<file path="src/rtl/cache_sa.sv">
// Set-associative, write-through, no-write-allocate cache in front of a
// word-wide RAM. Round-robin replacement per set and multi-word block fill.
// Ports:
//   clk, reset_n            clock and synchronous active-high reset
//   request/address/write_data/write_en   requester side, sampled when ready=1
//   ready/valid/miss/read_data            requester status and load result
//   prop_*                  RAM request/ready handshake (fill and write-through)
//   hit_count/miss_count    saturating access counters
module cache_sa #(
  parameter int unsigned RAM_ADDRESS_BITS   = 10,
  parameter int unsigned CACHE_ADDRESS_BITS = 5,
  parameter int unsigned DATA_WIDTH         = 32,
  parameter int unsigned ASOC_BITS          = 1,
  parameter int unsigned BLOCK_BITS         = 2,
  parameter int unsigned COUNT_WIDTH        = 16
) (
  input  logic                        clk,
  input  logic                        reset_n,
  input  logic                        request,
  input  logic [RAM_ADDRESS_BITS-1:0] address,
  input  logic [DATA_WIDTH-1:0]       write_data,
  input  logic                        write_en,
  output logic                        ready,
  output logic [DATA_WIDTH-1:0]       read_data,
  output logic                        valid,
  output logic                        miss,
  output logic [RAM_ADDRESS_BITS-1:0] prop_address,
  output logic [DATA_WIDTH-1:0]       prop_write_data,
  output logic                        prop_write_en,
  output logic                        prop_request,
  input  logic                        prop_ready,
  input  logic [DATA_WIDTH-1:0]       prop_read_data,
  output logic [COUNT_WIDTH-1:0]      hit_count,
  output logic [COUNT_WIDTH-1:0]      miss_count
);

  localparam int unsigned WAYS  = 2 ** ASOC_BITS;
  localparam int unsigned IDX_W = CACHE_ADDRESS_BITS - ASOC_BITS - BLOCK_BITS;
  localparam int unsigned SETS  = 2 ** IDX_W;
  localparam int unsigned WPB   = 2 ** BLOCK_BITS;
  localparam int unsigned TAG_W = RAM_ADDRESS_BITS - IDX_W - BLOCK_BITS;

  if (ASOC_BITS + BLOCK_BITS >= CACHE_ADDRESS_BITS) begin : g_bad_geometry
    $error("cache_sa: ASOC_BITS + BLOCK_BITS must be less than CACHE_ADDRESS_BITS");
  end

  typedef enum logic [2:0] {IDLE, LOOKUP, FILL, WRITE, RESP} state_t;

  state_t state_q, state_d;

  // Cache storage
  logic [WAYS-1:0]       vld_q  [SETS];
  logic [ASOC_BITS-1:0]  vict_q [SETS];
  logic [TAG_W-1:0]      tag_q  [WAYS][SETS];
  logic [DATA_WIDTH-1:0] data_q [WAYS][SETS][WPB];

  // Captured request and fill word counter
  logic [RAM_ADDRESS_BITS-1:0] addr_q;
  logic [DATA_WIDTH-1:0]       wdata_q;
  logic                        we_q;
  logic [BLOCK_BITS-1:0]       cnt_q, cnt_d;

  logic [TAG_W-1:0]      tag_f;
  logic [IDX_W-1:0]      idx_f;
  logic [BLOCK_BITS-1:0] off_f;
  assign {tag_f, idx_f, off_f} = addr_q;

  logic                        hit_c;
  logic [ASOC_BITS-1:0]        hit_way_c;
  logic                        fill_xfer_c, fill_last_c;
  logic                        ready_d, valid_d, miss_d, prop_request_d, prop_write_en_d;
  logic [RAM_ADDRESS_BITS-1:0] prop_address_d;

  // Tag compare across all ways of the indexed set
  always_comb begin
    hit_c     = 1'b0;
    hit_way_c = '0;
    for (int w = 0; w < int'(WAYS); w++) begin
      if (vld_q[idx_f][ASOC_BITS'(w)] && (tag_q[ASOC_BITS'(w)][idx_f] == tag_f)) begin
        hit_c     = 1'b1;
        hit_way_c = ASOC_BITS'(w);
      end
    end
  end

  assign fill_xfer_c = (state_q == FILL) && prop_ready;
  assign fill_last_c = fill_xfer_c && (cnt_q == '1);

  // State register
  always_ff @(posedge clk) begin
    if (reset_n) state_q <= IDLE;
    else         state_q <= state_d;
  end

  // Next state and next values of the registered outputs
  always_comb begin
    state_d         = state_q;
    cnt_d           = cnt_q;
    ready_d         = 1'b0;
    valid_d         = 1'b0;
    miss_d          = 1'b0;
    prop_request_d  = 1'b0;
    prop_write_en_d = 1'b0;
    prop_address_d  = addr_q;
    case (state_q)
      IDLE:   if (request) state_d = LOOKUP;
      LOOKUP: begin
        cnt_d  = '0;
        miss_d = !hit_c;
        if (we_q)       state_d = WRITE;
        else if (hit_c) state_d = RESP;
        else            state_d = FILL;
      end
      FILL:   if (prop_ready) begin
        cnt_d = cnt_q + BLOCK_BITS'(1);
        if (cnt_q == '1) state_d = RESP;
      end
      WRITE:  if (prop_ready) state_d = RESP;
      RESP:   state_d = IDLE;
      default: state_d = IDLE;
    endcase
    ready_d         = (state_d == IDLE);
    valid_d         = (state_d == RESP);
    prop_request_d  = (state_d == FILL) || (state_d == WRITE);
    prop_write_en_d = (state_d == WRITE);
    // Fill walks the block from offset 0; write-through uses the captured address
    if (state_d == FILL) prop_address_d = {tag_f, idx_f, cnt_d};
  end

  // Registered outputs, counters, valid bits and victim pointers
  always_ff @(posedge clk) begin
    if (reset_n) begin
      ready           <= 1'b1;
      valid           <= 1'b0;
      miss            <= 1'b0;
      read_data       <= '0;
      prop_request    <= 1'b0;
      prop_write_en   <= 1'b0;
      prop_address    <= '0;
      prop_write_data <= '0;
      hit_count       <= '0;
      miss_count      <= '0;
      for (int s = 0; s < int'(SETS); s++) begin
        vld_q[s]  <= '0;
        vict_q[s] <= '0;
      end
    end else begin
      ready           <= ready_d;
      valid           <= valid_d;
      miss            <= miss_d;
      prop_request    <= prop_request_d;
      prop_write_en   <= prop_write_en_d;
      prop_address    <= prop_address_d;
      prop_write_data <= wdata_q;
      if (state_q == LOOKUP) begin
        if (hit_c) begin
          if (hit_count != '1) hit_count <= hit_count + COUNT_WIDTH'(1);
          if (!we_q) read_data <= data_q[hit_way_c][idx_f][off_f];
        end else if (miss_count != '1) begin
          miss_count <= miss_count + COUNT_WIDTH'(1);
        end
      end
      if (fill_xfer_c && (cnt_q == off_f)) read_data <= prop_read_data;
      if (fill_last_c) begin
        vld_q[idx_f][vict_q[idx_f]] <= 1'b1;
        vict_q[idx_f]               <= vict_q[idx_f] + ASOC_BITS'(1);
      end
    end
  end

  // Request capture, fill counter and the non-reset tag/data arrays
  always_ff @(posedge clk) begin
    if ((state_q == IDLE) && request) begin
      addr_q  <= address;
      wdata_q <= write_data;
      we_q    <= write_en;
    end
    cnt_q <= cnt_d;
    if (!reset_n) begin
      if ((state_q == LOOKUP) && we_q && hit_c) data_q[hit_way_c][idx_f][off_f] <= wdata_q;
      if (fill_xfer_c) data_q[vict_q[idx_f]][idx_f][cnt_q] <= prop_read_data;
      if (fill_last_c) tag_q[vict_q[idx_f]][idx_f] <= tag_f;
    end
  end

endmodule

</file>
<file path="config.mk">
export PLATFORM = sky130hd
export DESIGN_NAME = cache_sa
export DESIGN_NICKNAME = d
export VERILOG_FILES = /design/src/rtl/cache_sa.sv
export SDC_FILE = /design/constraint.sdc
export NUM_CORES = 1
export LEC_CHECK = 0
export BUFFER_PORTS_ARGS = -buffer_cell sky130_fd_sc_hd__buf_2
export CORE_ASPECT_RATIO = 0.8
export CORE_MARGIN = 10
export CORE_UTILIZATION = 25
export DETAILED_ROUTE_END_ITERATION = 6
export GPL_ROUTABILITY_DRIVEN = 0
export PLACE_DENSITY = 0.38
export SETUP_SLACK_MARGIN = 0.3
export SYNTH_ARGS = -nofsm -noshare
export SYNTH_HDL_FRONTEND = slang
export SYNTH_SLANG_ARGS = --single-unit
</file>
<file path="constraint.sdc">
create_clock -name clk -period 9.21 [get_ports clk]
set_input_delay 2.763 -clock clk [delete_from_list [all_inputs] [get_ports clk]]
set_output_delay 2.763 -clock clk [all_outputs]
set_load 0.01 [all_outputs]
</file>
Word-level counts from Yosys, hierarchy flattened
Memories as Yosys holds them, arrays and structs flattened. A register that Yosys moved wholly into a read port is not among the register bits. Cells that the tools add are included.

Register bits after elaboration: 159. RAM bits: 1084. Input bits: 79. Output and inout port bits: 111. Word-level logic and storage cells: 132. Memories kept: 4.

Memory list: data_q (depth 2, width 512, read ports 1, clocked after memory_dff 0, write ports 1, line 55) `logic [DATA_WIDTH-1:0] data_q [WAYS][SETS][WPB];`; tag_q (depth 2, width 24, read ports 1, clocked after memory_dff 0, write ports 1, line 54) `logic [TAG_W-1:0] tag_q [WAYS][SETS];`; vld_q (depth 4, width 2, read ports 1, clocked after memory_dff 1, write ports 4, line 52) `logic [WAYS-1:0] vld_q [SETS];`; vict_q (depth 4, width 1, read ports 1, clocked after memory_dff 1, write ports 4, line 53) `logic [ASOC_BITS-1:0] vict_q [SETS];`.

$add $sub $neg: 4. $lt $le $gt $ge: 8. Equal/unequal tests: 12. Muxes and demuxes: 60. Bitwise gates (word level): 5. Reduce and logical (&&, ||, !) cells: 24.

Operators with widths (count): $mux W512 (4); $demux W128 S2 (2); $mux W128 (4); $reduce_or A512 Y1 (1); $bmux W128 S2 (1); $mux W32 (8); $demux W32 S2 (2); $bmux W32 S2 (1); $add A16 B1 Y16 const B (2); $ne A16 B16 Y1 const B (2); $mux W24 (1); $mux W2 (9); $mux W3 (6); $mux W6 (3); $mux W1 (14); $bmux W6 S2 (1); $demux W6 S2 (1); $eq A3 B2 Y1 const B (4); $pmux W3 S4 (1); $logic_and A1 B1 Y1 (11); $ge A3 B3 Y1 const B (3); $lt A3 B1 Y1 const B (3); $not A2 Y3 (3); $reduce_and A3 Y1 (3); 19 further kinds (23).

Longest topological paths before layout
Depth in word-level cells: 12. Mapped depth: 9. Gate-level depth less buffers: 7.

Worst setup path before layout
No wires, ideal clock.

Path kind: in2reg. Start point: input request. End point: register with a tool-made name. Library setup time: 0.081 ns. Data arrival time: 8.083 ns. Data required time: 9.129 ns. Slack: 1.046 ns. Stages on the path: 2. Buffers on the path: 0. Cell sequence: nor4b_1 mux2_2.

RTL lines: from (decl) (line 19) `input logic request,`.

Worst setup path after layout
Start point: input prop_ready. End point: memory data_q[0][208] (netlist bit), enable pin.

Cells in the longest elaborated chain, start to end: 6. Elaborated cells between the ends (all ways): 7. Classes of those cells: 5 x mux; 2 x reduce/logical.

Ends and longest elaborated chain: from (decl) (line 31) `input logic prop_ready,`; $logic_and A1 B1 Y1 * (line 86) `assign fill_xfer_c = (state_q == FILL) && prop_ready;`; $mux W1 * (line 181) `if (fill_xfer_c) data_q[vict_q[idx_f]][idx_f][cnt_q] <= prop_read_data;`; $mux W1 * (line 179) `if (!reset_n) begin`; $mux W512 (implied by the code) * (line 181); $reduce_or A512 Y1 (no source line); $mux W1 (no source line) / $mux W512 (equally long branches); to (decl) (line 55).

Every way passes the cells marked *; elsewhere a longest branch is shown, timed or not.

==> summary.md <==
| Metric | Value |
|---|---|
| Most numerous cell in the Yosys netlist | edfxtp_1 |
| # resized after CTS | 0 |
| CTS clk-pin slew, worst paths | roughly 0.050 ns |
| Syn Area/Cell | 19.3 sq um |
| All-Layer GR Usage | between 10% and 20% |
| Post-CTS Setup Bufs | 0 |
| Cell area power density | ~220 nW/um^2 |
| Mapped cell area | 27100 sq um |
| Area growth, synth to finish | 19.7% |
| Fmax | ~180 MHz |
| Lkg Pwr | 10.6 nW |
| Yosys warns | 0 |
| Non-filler cells, final | ~3100 |
| Post-Syn Nets | 1488 |
| Port bufs | approximately 190 |
| Total CTS buffers | 81 |
| Worst hold path type | reg -> reg |
| Number of vias per cell | 4.42 |
| Startpoint Class | input port |
| Max_cap viols | 0 |
| First-pass GRT wire length | approximately 100000 microns |
| Die area | 122000 sq um |
| GR Overflow Total | 0 |
| CP Capture Type | flop |
| WP data arrival | between 5 and 6 ns |
| Largest net degree at the start of global routing | around 140 |
| Hold Slack | just under 0.5 ns |
| H-Tree Level Count | 3 |
| Worst-Skew Late Latency | ~0.64 ns |
| Share of cells above drive strength 1 | about a third |
| Routed Antenna Nets | 0 |
| Post-synth cell types | 50 |
| Setup Viol. Count Final | 0 |
| TNS Setup | 0 ns |
| Slew Viols, Final | 0 |
| Slew @ Worst Pin | roughly 1.0 ns |
| Cell row count | approximately 110 |
| Post-DP HPWL | ~41000 microns |
| Max Clock Skew | 0.0288 ns |
| Clock sink total | 705 |
| Yosys top cell area share | roughly 65% |
| Post-synth EDFFs | roughly 590 |
| Status | complete, no violations |
| Sequential cell area fraction in the yosys report | between 70% and 80% |
| Crit path required time | 9.50 ns |
| IO Pins | 190 |
| Die Ht | around 310 microns |
| Number of fill cells in the layout | approximately 10000 |
| Relative slew margins | 31.9% |
| First-iteration detailed-routing DRC count | roughly 730 |
| Synth area leader | edfxtp_1 |
| Fin crit share | approximately 61% |
| Clk root buf | clkbuf_16 |
| Starting Density | 25.3% |
| #FFs+latches synth | roughly 710 |
| Post-layout minimum cycle time | 5.59 ns |
| Post-Place Cells | about 3000 |
| Ranking of synthesized cells by area | edfxtp_1 (65%), mux4_2 (14%), dfxtp_1 (8.7%) |
| Drt drc | 0 |
| Initial antenna violation count | 0 |
| Total power | 0.00722 W |
| Bufs on Longest Clock Path | 3 |
| Hold Vio Cnt, Final | 0 |
| RSZ-0062 raised after global routing | false |
| Post-synth top cells | edfxtp_1 (587), mux4_2 (168), dfxtp_1 (118), nor2_1 (111), clkbuf_1 (51) |
| Final wirelength | between 70000 and 80000 microns |
| Nets | between 1500 and 2000 |
| Critical path class | in -> reg |
| Via count | 13765 |
| Synthesized instance count | ~1400 |
| Ys flop type | edfxtp_1 |
| Number of global-route vias before repair | about 15000 |
| Router iterations before antenna repair | 5 |
| Die Wd | ~390 microns |
| Antenna diodes | 0 |
| Maximum vdd ir drop | 0.124 mV |
| Hold_buf cts | 0 |
| Worst Path Max Fanout | 32 |
| WL per Instance | around 23 microns |
| Core Area | ~110000 sq um |
| Async set-reset flop share out of synthesis | 0% |
| CTS tree | done |
| Core Util, Final | 30.3% |
| R2R Setup Slk | slightly above 4 ns |
layout make-up:
class                   count  area [sq um]  share of cell area (%)
repair buffers            221          1220                    3.76
inverters                  14          52.6                   0.162
clock buffers             118          2320                    7.18
flip-flops and latches    705         20000                    61.7
multi-input cells         607          6830                    21.1
well taps                1417          1770                    5.48
clock inverters            31           194                   0.599
where the power goes:
part	internal [W]	total (W)	switching, W
Combinational	0.000226	0.000548	0.000321
Sequential	0.00357	0.00361	0.0000403
Clock	0.00178	0.00306	0.00128
Total	0.00557	0.00722	0.00164
registers in the layout (all words and copies together), names as in the netlist, 2 cells and up, named ones only:
register / cells
addr_q: 10
cnt_q: 2
data_q: 512
hit_count: 16
miss_count: 16
prop_address: 10
prop_write_data: 32
read_data: 32
state_q: 3
tag_q: 24
vict_q: 4
vld_q: 4
wdata_q: 32
per-stage QoR:
stage	instance area (sq um)	worst slack (ns)
2_1_floorplan	27100	1.05
3_3_place_gp	29900	2.93
3_5_place_dp	29900	2.93
4_1_cts	32400	3.59
5_1_grt	32400	3.38
6_report	32400	3.62
cells by family after synthesis:
group,synth area share [%]
compound gates,2.70
xor+xnor,0.550
fa+ha+maj,0.277
buf+inv,1.42
flops,73.9
mux,15.9
simple gates,5.30
cells in the final DEF (no fill, tap or decap), types with 6 or more instances in the layout:
cell type / count
or3_1: 8
nand3_1: 15
inv_1: 14
nand4_1: 7
dfxtp_1: 118
mux4_2: 168
xnor2_1: 17
and3_1: 7
edfxtp_1: 587
nand2_1: 18
buf_2: 188
o21ai_0: 11
clkbuf_16: 85
nor2_4: 9
clkbuf_1: 25
nand2b_1: 14
nor2b_1: 46
nor3_1: 16
mux2_2: 41
clkinv_2: 17
clkbuf_8: 7
a21oi_1: 19
nor2_1: 102
ha_1: 6
buf_4: 30
clkinv_1: 8
nor4_1: 8
o221a_1: 30
critical path, stage by stage:
cell	delay [ns]
buf_2	0.10
nor4bb_1	0.21
buf_4	0.20
nor2b_1	0.32
o41a_2	0.45
buf_4	0.59
nor4b_1	0.12
a22oi_1	0.68
nor2_4	0.06
buf_4	0.35
path summary, 6_finish.rpt:
kind	startpoint	end	depth (start not counted)
hold reg to reg	wdata_q[12]	prop_write_data[12]	1
hold / removal	wdata_q[12]	prop_write_data[12]	1
setup / recovery	prop_ready	data_q[0][208]	10
setup reg to reg	addr_q[2]	data_q[0][43]	8
layer usage:
metal  part of all wire, %  vias up  GRT usage [%]  wire length [microns]
met5                     0        -              0                      0
met4                   2.1        0           2.96                   1540
met3                   3.8       96           2.36                   2740
met2                    49      253           19.9                  35500
met1                    45     7293           15.0                  32100
li1                      -     6123              -                      -
Power figures use the tool's default switching activity.
